[config.mk]
export PLATFORM = sky130hd
export DESIGN_NAME = jtframe_status_sync
export DESIGN_NICKNAME = d
export VERILOG_FILES = /design/src/rtl/jtframe_status_sync.sv
export SDC_FILE = /design/constraint.sdc
export NUM_CORES = 1
export LEC_CHECK = 0
export ABC_AREA = 1
export BUFFER_PORTS_ARGS = -buffer_cell sky130_fd_sc_hd__buf_2
export CAP_MARGIN = 5
export CELL_PAD_IN_SITES_DETAIL_PLACEMENT = 0
export CELL_PAD_IN_SITES_GLOBAL_PLACEMENT = 2
export CORE_MARGIN = 4
export CORE_UTILIZATION = 35
export DETAILED_ROUTE_END_ITERATION = 8
export PLACE_DENSITY = 0.94
export SKIP_LAST_GASP = 1
export SLEW_MARGIN = 20
export SYNTH_ARGS = -nofsm -noshare
export SYNTH_HDL_FRONTEND = slang
export SYNTH_SLANG_ARGS = --single-unit
[constraint.sdc]
create_clock -name clk -period 3.04 [get_ports clk]
set_input_delay 0.608 -clock clk [delete_from_list [all_inputs] [get_ports clk]]
set_output_delay 0.608 -clock clk [all_outputs]
set_load 0.1 [all_outputs]
[src/rtl/jtframe_status_sync.sv]
// jtframe_status_sync
//   Frame-synchronous shadow register for the OSD status word. Status bytes
//   arrive in bursts from the OSD/host side and are collected in a shadow
//   copy. The whole word is committed to status_out atomically during
//   vertical blank. DIP/video decode therefore never sees a mid-frame change
//   or a partially written update.
//
// Ports
//   clk         system clock
//   rst         synchronous reset, active-high
//   wr_en       byte write strobe, one byte per cycle
//   wr_addr     byte index; byte n maps to status bits [8n+7:8n]
//   wr_data     byte value
//   wr_last     final byte of a burst (qualified by wr_en)
//   vb          vertical blank, active-high, synchronous to clk
//   status_out  committed status word
//   pending     high while an update is collected but not yet committed
//   commit      one-cycle pulse aligned with a new status_out value
//   abort       one-cycle pulse when an open burst times out
module jtframe_status_sync #(
    parameter int                 BYTES  = 8,
    parameter int                 AW     = 3,
    parameter int                 TOW    = 16,
    parameter logic [8*BYTES-1:0] RSTVAL = '0
) (
    input  logic               clk,
    input  logic               rst,
    input  logic               wr_en,
    input  logic [AW-1:0]      wr_addr,
    input  logic [7:0]         wr_data,
    input  logic               wr_last,
    input  logic               vb,
    output logic [8*BYTES-1:0] status_out,
    output logic               pending,
    output logic               commit,
    output logic               abort
);

    typedef enum logic [1:0] {
        IDLE,
        COLLECT,
        WAIT_VB,
        COMMIT
    } state_t;

    state_t             state, state_nxt;
    logic [TOW-1:0]     cnt, cnt_nxt;
    logic [8*BYTES-1:0] shadow, shadow_wr;
    logic               do_abort, do_commit;

    // Shadow with the current byte write applied. Addresses at or above
    // BYTES match no lane and leave the shadow untouched.
    always_comb begin
        shadow_wr = shadow;
        if (wr_en) begin
            for (int unsigned i = 0; i < BYTES; i++) begin
                if (wr_addr == AW'(i)) begin
                    shadow_wr[8*i +: 8] = wr_data;
                end
            end
        end
    end

    always_comb begin
        state_nxt = state;
        cnt_nxt   = cnt;
        do_abort  = 1'b0;
        do_commit = 1'b0;
        case (state)
            IDLE: begin
                cnt_nxt = '0;
                if (wr_en) begin
                    state_nxt = wr_last ? WAIT_VB : COLLECT;
                end
            end
            COLLECT: begin
                if (wr_en) begin
                    cnt_nxt = '0;
                    if (wr_last) begin
                        state_nxt = WAIT_VB;
                    end
                end else begin
                    // Abort on the idle cycle that brings the counter to
                    // all-ones; the register itself never holds all-ones.
                    cnt_nxt = cnt + TOW'(1);
                    if (cnt_nxt == '1) begin
                        do_abort  = 1'b1;
                        cnt_nxt   = '0;
                        state_nxt = IDLE;
                    end
                end
            end
            WAIT_VB: begin
                cnt_nxt = '0;
                // A new write takes priority over vb so an extended update
                // is never committed half-way.
                if (wr_en) begin
                    if (!wr_last) begin
                        state_nxt = COLLECT;
                    end
                end else if (vb) begin
                    state_nxt = COMMIT;
                end
            end
            COMMIT: begin
                do_commit = 1'b1;
                cnt_nxt   = '0;
                if (wr_en) begin
                    state_nxt = wr_last ? WAIT_VB : COLLECT;
                end else begin
                    state_nxt = IDLE;
                end
            end
            default: begin
                state_nxt = IDLE;
                cnt_nxt   = '0;
            end
        endcase
    end

    always_ff @(posedge clk) begin
        if (rst) begin
            state      <= IDLE;
            cnt        <= '0;
            shadow     <= RSTVAL;
            status_out <= RSTVAL;
            commit     <= 1'b0;
            abort      <= 1'b0;
        end else begin
            state  <= state_nxt;
            cnt    <= cnt_nxt;
            // Abort only happens on a cycle without wr_en, so restoring the
            // shadow never drops a same-cycle write.
            shadow <= do_abort ? status_out : shadow_wr;
            // The commit takes the shadow as it was before any write landing
            // on this same edge.
            if (do_commit) begin
                status_out <= shadow;
            end
            commit <= do_commit;
            abort  <= do_abort;
        end
    end

    assign pending = (state != IDLE);

endmodule

Word-level counts from Yosys, hierarchy flattened:

Cells that the tools add are included.
Widths: inputs -> output; s select.

* flip-flop bits (word level): 148
* input bits: 16
* logic and storage cells: 79

* reductions and logical operators: 22
* eq/ne operators: 16
* $add $sub $neg: 1
* muxes and demuxes: 27

Operator list (number)
* $mux 64: 2
* $mux 8: 8
* $mux 16: 2
* $pmux 16 s2: 1
* $reduce_bool 2->1: 10
* $mux 2: 9
* $add 16x1->16 const B: 1
* $eq 16x16->1 const B: 1
* $reduce_and 2->1: 8
* $eq 3x3->1 const B: 4
* $ne 3x3->1 const B: 4
* $pmux 2 s4: 1
* $eq 3x2->1 const B: 2
* $reduce_and 5->1: 1
* $eq 2x2->1 const B: 2
* $mux 1: 4
* $eq 3x1->1 const B: 1
* $logic_not 3->1: 1
* $reduce_or 3->1: 1
* $eq 2x1->1 const B: 1
* $logic_not 2->1: 1
* $ne 2x2->1 const B: 1

Logic depth before layout (Yosys ltp):

* word-level depth: 7
* depth in mapped cells: 17
* mapped depth without buffers: 15

Worst setup path after synthesis:

OpenSTA, ideal clock, no wires.

* path kind: reg-to-reg
* from: reg cnt[1]
* to: reg shadow[3]
* slack: 960 ps
* stages on the path, launching flop included: 14
* arrival: 1956 ps
* data required time: 2915 ps
* setup time: 125 ps
* buffers on the path: 2
* cells stage by stage: dfxtp_1 -> ha_1 -> nand3_1 -> o21bai_1 -> nand2_1 -> nor2_1 -> nand2_1 -> nor2_1 -> nand4_1 -> buf_6 -> buf_8 -> nand2_4 -> nand3_1 -> nor2b_4

* cells in the longest elaborated chain, start to end: 7
* elaborated cells between the ends (all ways): 9

RTL lines
* from (decl): line 47 `logic [TOW-1:0] cnt, cnt_nxt;`
* from (signal assigned): line 131 `cnt <= cnt_nxt;`
* $add 16x1->16 (*): line 85 `cnt_nxt = cnt + TOW'(1);`
* $eq 16x16->1 (*): line 86 `if (cnt_nxt == '1) begin`
* $mux 1 (*): line 86
* $mux 1 (*): line 77 `if (wr_en) begin`
* $mux 1 (*): line 69 `case (state)`
* $reduce_bool 2->1 (no source line)
* $reduce_and 2->1 (no source line)
* to (signal assigned): line 134 `shadow <= do_abort ? status_out : shadow_wr;`
* to (decl): line 48 `logic [8*BYTES-1:0] shadow, shadow_wr;`

Mark *: on every way between the ends. The rest lies on a longest branch, timed or not.
A chain may end at the register's enable or synchronous reset.

Final worst setup path:

* from: reg cnt[1]
* to: reg shadow[42]

The elaborated chain is that of the path after synthesis.

==> flow_results.org <==
** Global route
- For this run, global-route usage on met1 was measured as 0.239.
- Initial antenna violation count :: 0
- For met3 alone, demand over resource in global routing was 0.0373.
- Remaining global-route overflow :: 0
- Maximum number of pins on one net before global-route repair :: between 100 and 150
- In the global route stage, overall resource usage came out at 0.177.
- For met2 alone, demand over resource in global routing was 0.289.
- Top Usage Layer GRT :: met2
- The first global-routing pass estimated 31400 um of wire.
- The number of global-route vias before repair was approximately 5.9k.

** Clock network
- Total setup buffers inserted after CTS :: 0
- After clock tree synthesis, the clock-pin slew on the worst setup and hold paths is about 0.06 ns.
- For the worst-skew pair, the clock arrives at the later sink with an insertion delay of about 0.42 ns.
- In this run the clock root is driven by a sky130_fd_sc_hd__clkbuf_16.
- Clock Sinks :: around 150
- TritonCTS built the clock tree.
- Number of hold-repair buffers added at the cts stage :: 0
- Cts repair resizes :: 0
- Clock Path Buffers :: 2
- Cts bufs inserted :: 17
- In this run the number of H-tree levels came out at 4.

** STA
- Headroom to the max-slew limit came out at 0.632.
- For the final database, setup skew stands at between 0.008 and 0.009 ns.
- For the pin with the worst max-slew slack, the measured transition is approximately 0.55 ns.
- Shortest period the worst path allows :: 2.51 ns
- Setup violations remaining at the end of the flow were counted as 0.
- Fmax :: roughly 0.4 GHz
- The final count of hold timing violations is 0.
- The max-slew violation count came to 0.
- Setup repair after global routing left no endpoint under its margin.
- For the final routed database, the setup TNS stands at 0 ns.
- Final Cycle Share :: 0.825

** Die
- The initial utilization of the core area, before any placement, comes to 0.358.
- The floorplan has slightly above 50 rows.
- I/O pins :: 83
- Core region area :: slightly below 0.02 sq mm
- Floorplan die height :: 150 um
- Overall die area :: 0.0225 sq mm
- Die Width :: between 100 and 150 um

** Setup path
- Of all nets on the critical path, the largest fanout is 35.
- Data arrives at the worst endpoint at roughly 2.9 ns.
- Category of the worst setup path launch point :: flop
- The critical path is of the reg -> reg type.
- The slowest stage of the critical path belongs to the cell sky130_fd_sc_hd__dfxtp_1.
- Category of the worst setup path capture point :: flop
- Cell-by-cell listing of the critical path :: ha_1 > nand3_1 > nor2_2 > nand4_1 > nand2_1 > nand2_1 > nor2_1 > nand3_2 > nor2_8 > buf_12 > nand3_1 > nand3_1 > nand2_1 > inv_1
- On the worst path, the slowest cell contributes a delay of ~0.39 ns.
- Length in cells of the worst reg-to-reg path :: 14
- Data required time of the critical path :: between 3 and 4 ns

** Logic synthesis
- After synthesis the cells add up to just over 0.007 sq mm.
- For this run, the register share of the synthesized area comes to 0.421.
- Synthesis inferred about 150 register bits.
- Yosys warning total :: 0
- Each instance of the synthesized netlist takes up on average between 6 and 7 sq um.
- Mapped Nets :: around 1k
- Gate count after technology mapping :: roughly 1.0k
- Count of different cell masters after synthesis :: 32

** Pwr
- The share of total power dissipated in combinational logic is 0.317.
- Summed over all nets, the switching power comes to roughly 2.7 mW.
- Proportion of total power due to net switching :: 0.418
- Lkg Pwr :: roughly 4.3 nW
- The internal power of the cells totals between 3 and 4 mW.
- Worst IR Drop VDD :: 0.385 mV
- Part of the total power dissipated in sequential elements :: 0.359
- Clock network fraction of total power :: 0.324
- For this design the ratio of total power to cell area is roughly 780 mW/mm^2.

** Detailed routing
- Number of iterations in the first detailed-routing pass :: 5
- Vias after detailed routing :: 6369
- Antenna Violating Nets Remaining :: 0
- After detailed routing, the number of vias per cell comes to 4.71.
- Final wirelength :: roughly 19000 um
- DRC errors left :: 0
- 1st-iter DRT viols :: around 330
- Average wire per standard cell :: roughly 14 um

** Finish
- Nets :: 1099
- Most used cells in the layout excluding fill and tap cells :: sky130_fd_sc_hd__nand3_1 (191), sky130_fd_sc_hd__inv_1 (173), sky130_fd_sc_hd__nand2_1 (163), sky130_fd_sc_hd__dfxtp_1 (148), sky130_fd_sc_hd__buf_2 (82)
- The library cell used most frequently in the layout, excluding fill and tap cells, is sky130_fd_sc_hd__nand3_1.
- From synthesis to final layout, the design area changed by 17.9%.
- The number of antenna diodes in the final layout is 0.
- The count of cells in the finished layout, fillers not included, comes to 1353.
- Of the cells placed in the final design, the portion with a size suffix greater than 1 is 0.151.

** Flow run
- Max-cap violations in this run came to 0.

** Placement
- Count of input and output buffers :: 82
- Number of placed instances, taps included :: 1322
- The HPWL after detailed placement is 12700 um.
- Placer's final routability congestion estimate :: between 0.7 and 0.8

** Min path
- Hold WC Path Type :: in -> reg
- Hold path cells :: 2

** Run status
- Outcome :: finished, final reports clean
==> kinds of logic (layout without fill, tap and decap cells) <==
group / Yosys count / after routing / synth area share
buffers and inverters: 226 / 307 / 0.133
flip-flops: 148 / 148 / 0.421
XOR/XNOR: 2 / 2 / 0.00249
adder cells (fa/ha/maj): 7 / 7 / 0.0124
AND/OR/NAND/NOR: 480 / 480 / 0.327
AO/OA/AOI/OAI: 144 / 144 / 0.104
==> critical path, delay by kind of cell (launching register included) <==
| family | cells | cell delay, ns |
|---|---|---|
| adder cells (fa/ha/maj) | 1 | 0.29 |
| flip-flops | 1 | 0.39 |
| AND/OR/NAND/NOR | 11 | 1.48 |
| buffers and inverters | 2 | 0.29 |
==> metrics by stage <==
stage	power [mW]	util	area, sq um	worst slack [ns]	hold WS [ns]
3_5_place_dp	4.43	0.393	7720	0.542	0.445
6_report	6.47	0.423	8310	0.533	0.440
5_1_grt	6.76	0.423	8310	0.234	0.451
4_1_cts	6.54	0.423	8310	0.517	0.427
2_1_floorplan	4.03	-	7050	0.960	0.425
3_3_place_gp	4.42	0.393	7720	0.584	0.438
==> cell usage after synthesis, drive strengths merged <==
cell type | instances | area, sq um
nand3 | 192 | 966
nand2 | 178 | 761
inv | 174 | 653
dfxtp | 148 | 2960
nor2 | 83 | 345
o21ai | 82 | 410
a21oi | 56 | 280
clkbuf | 28 | 105
buf | 22 | 171
nor2b | 12 | 135
nand4 | 10 | 62.6
ha | 7 | 87.6
and2b | 4 | 30.0
o21bai | 3 | 22.5
clkinv | 2 | 7.51
a31o | 1 | 8.76
a31oi | 1 | 6.26
o22ai | 1 | 6.26
or2 | 1 | 6.26
xnor2 | 1 | 8.76
xor2 | 1 | 8.76
==> power by group through the flow <==
stage	sequential, mW	clock [mW]	combinational [mW]
floorplan	3.51	0	0.514
global placement	2.37	0	2.05
detailed placement	2.37	0	2.06
CTS	2.32	2.15	2.07
global route	2.35	2.24	2.17
finish	2.32	2.10	2.05
==> state kept, by name, summed over array words and instances, names as in the netlist <==
register and cells:
shadow 64, status_out 64, cnt 16, state 2, abort 1, commit 1
==> layer usage <==
layer / routed length, um / vias to the layer above
met5: 0 / -
met1: 9110 / 2895
met4: 197 / 0
met2: 9110 / 112
li1: - / 3346
met3: 807 / 16
==> final cells by class <==
| type | count | area [sq um] |
|---|---|---|
| fill | 2150 | 11300 |
| multi-input combinational | 633 | 3160 |
| sequential | 148 | 2960 |
| inverter | 176 | 662 |
| timing repair buffer | 100 | 608 |
| clock buffer | 23 | 488 |
| tap | 265 | 332 |
| clock inverter | 8 | 98.8 |
==> path summary, 6_finish.rpt <==
check,slack (ns),from,endpoint
max,0.53,cnt[1],shadow[42]
min,0.44,rst,commit
max reg2reg,0.53,cnt[1],shadow[42]
min reg2reg,0.45,shadow[39],status_out[39]
Power figures use the tool's default switching activity.
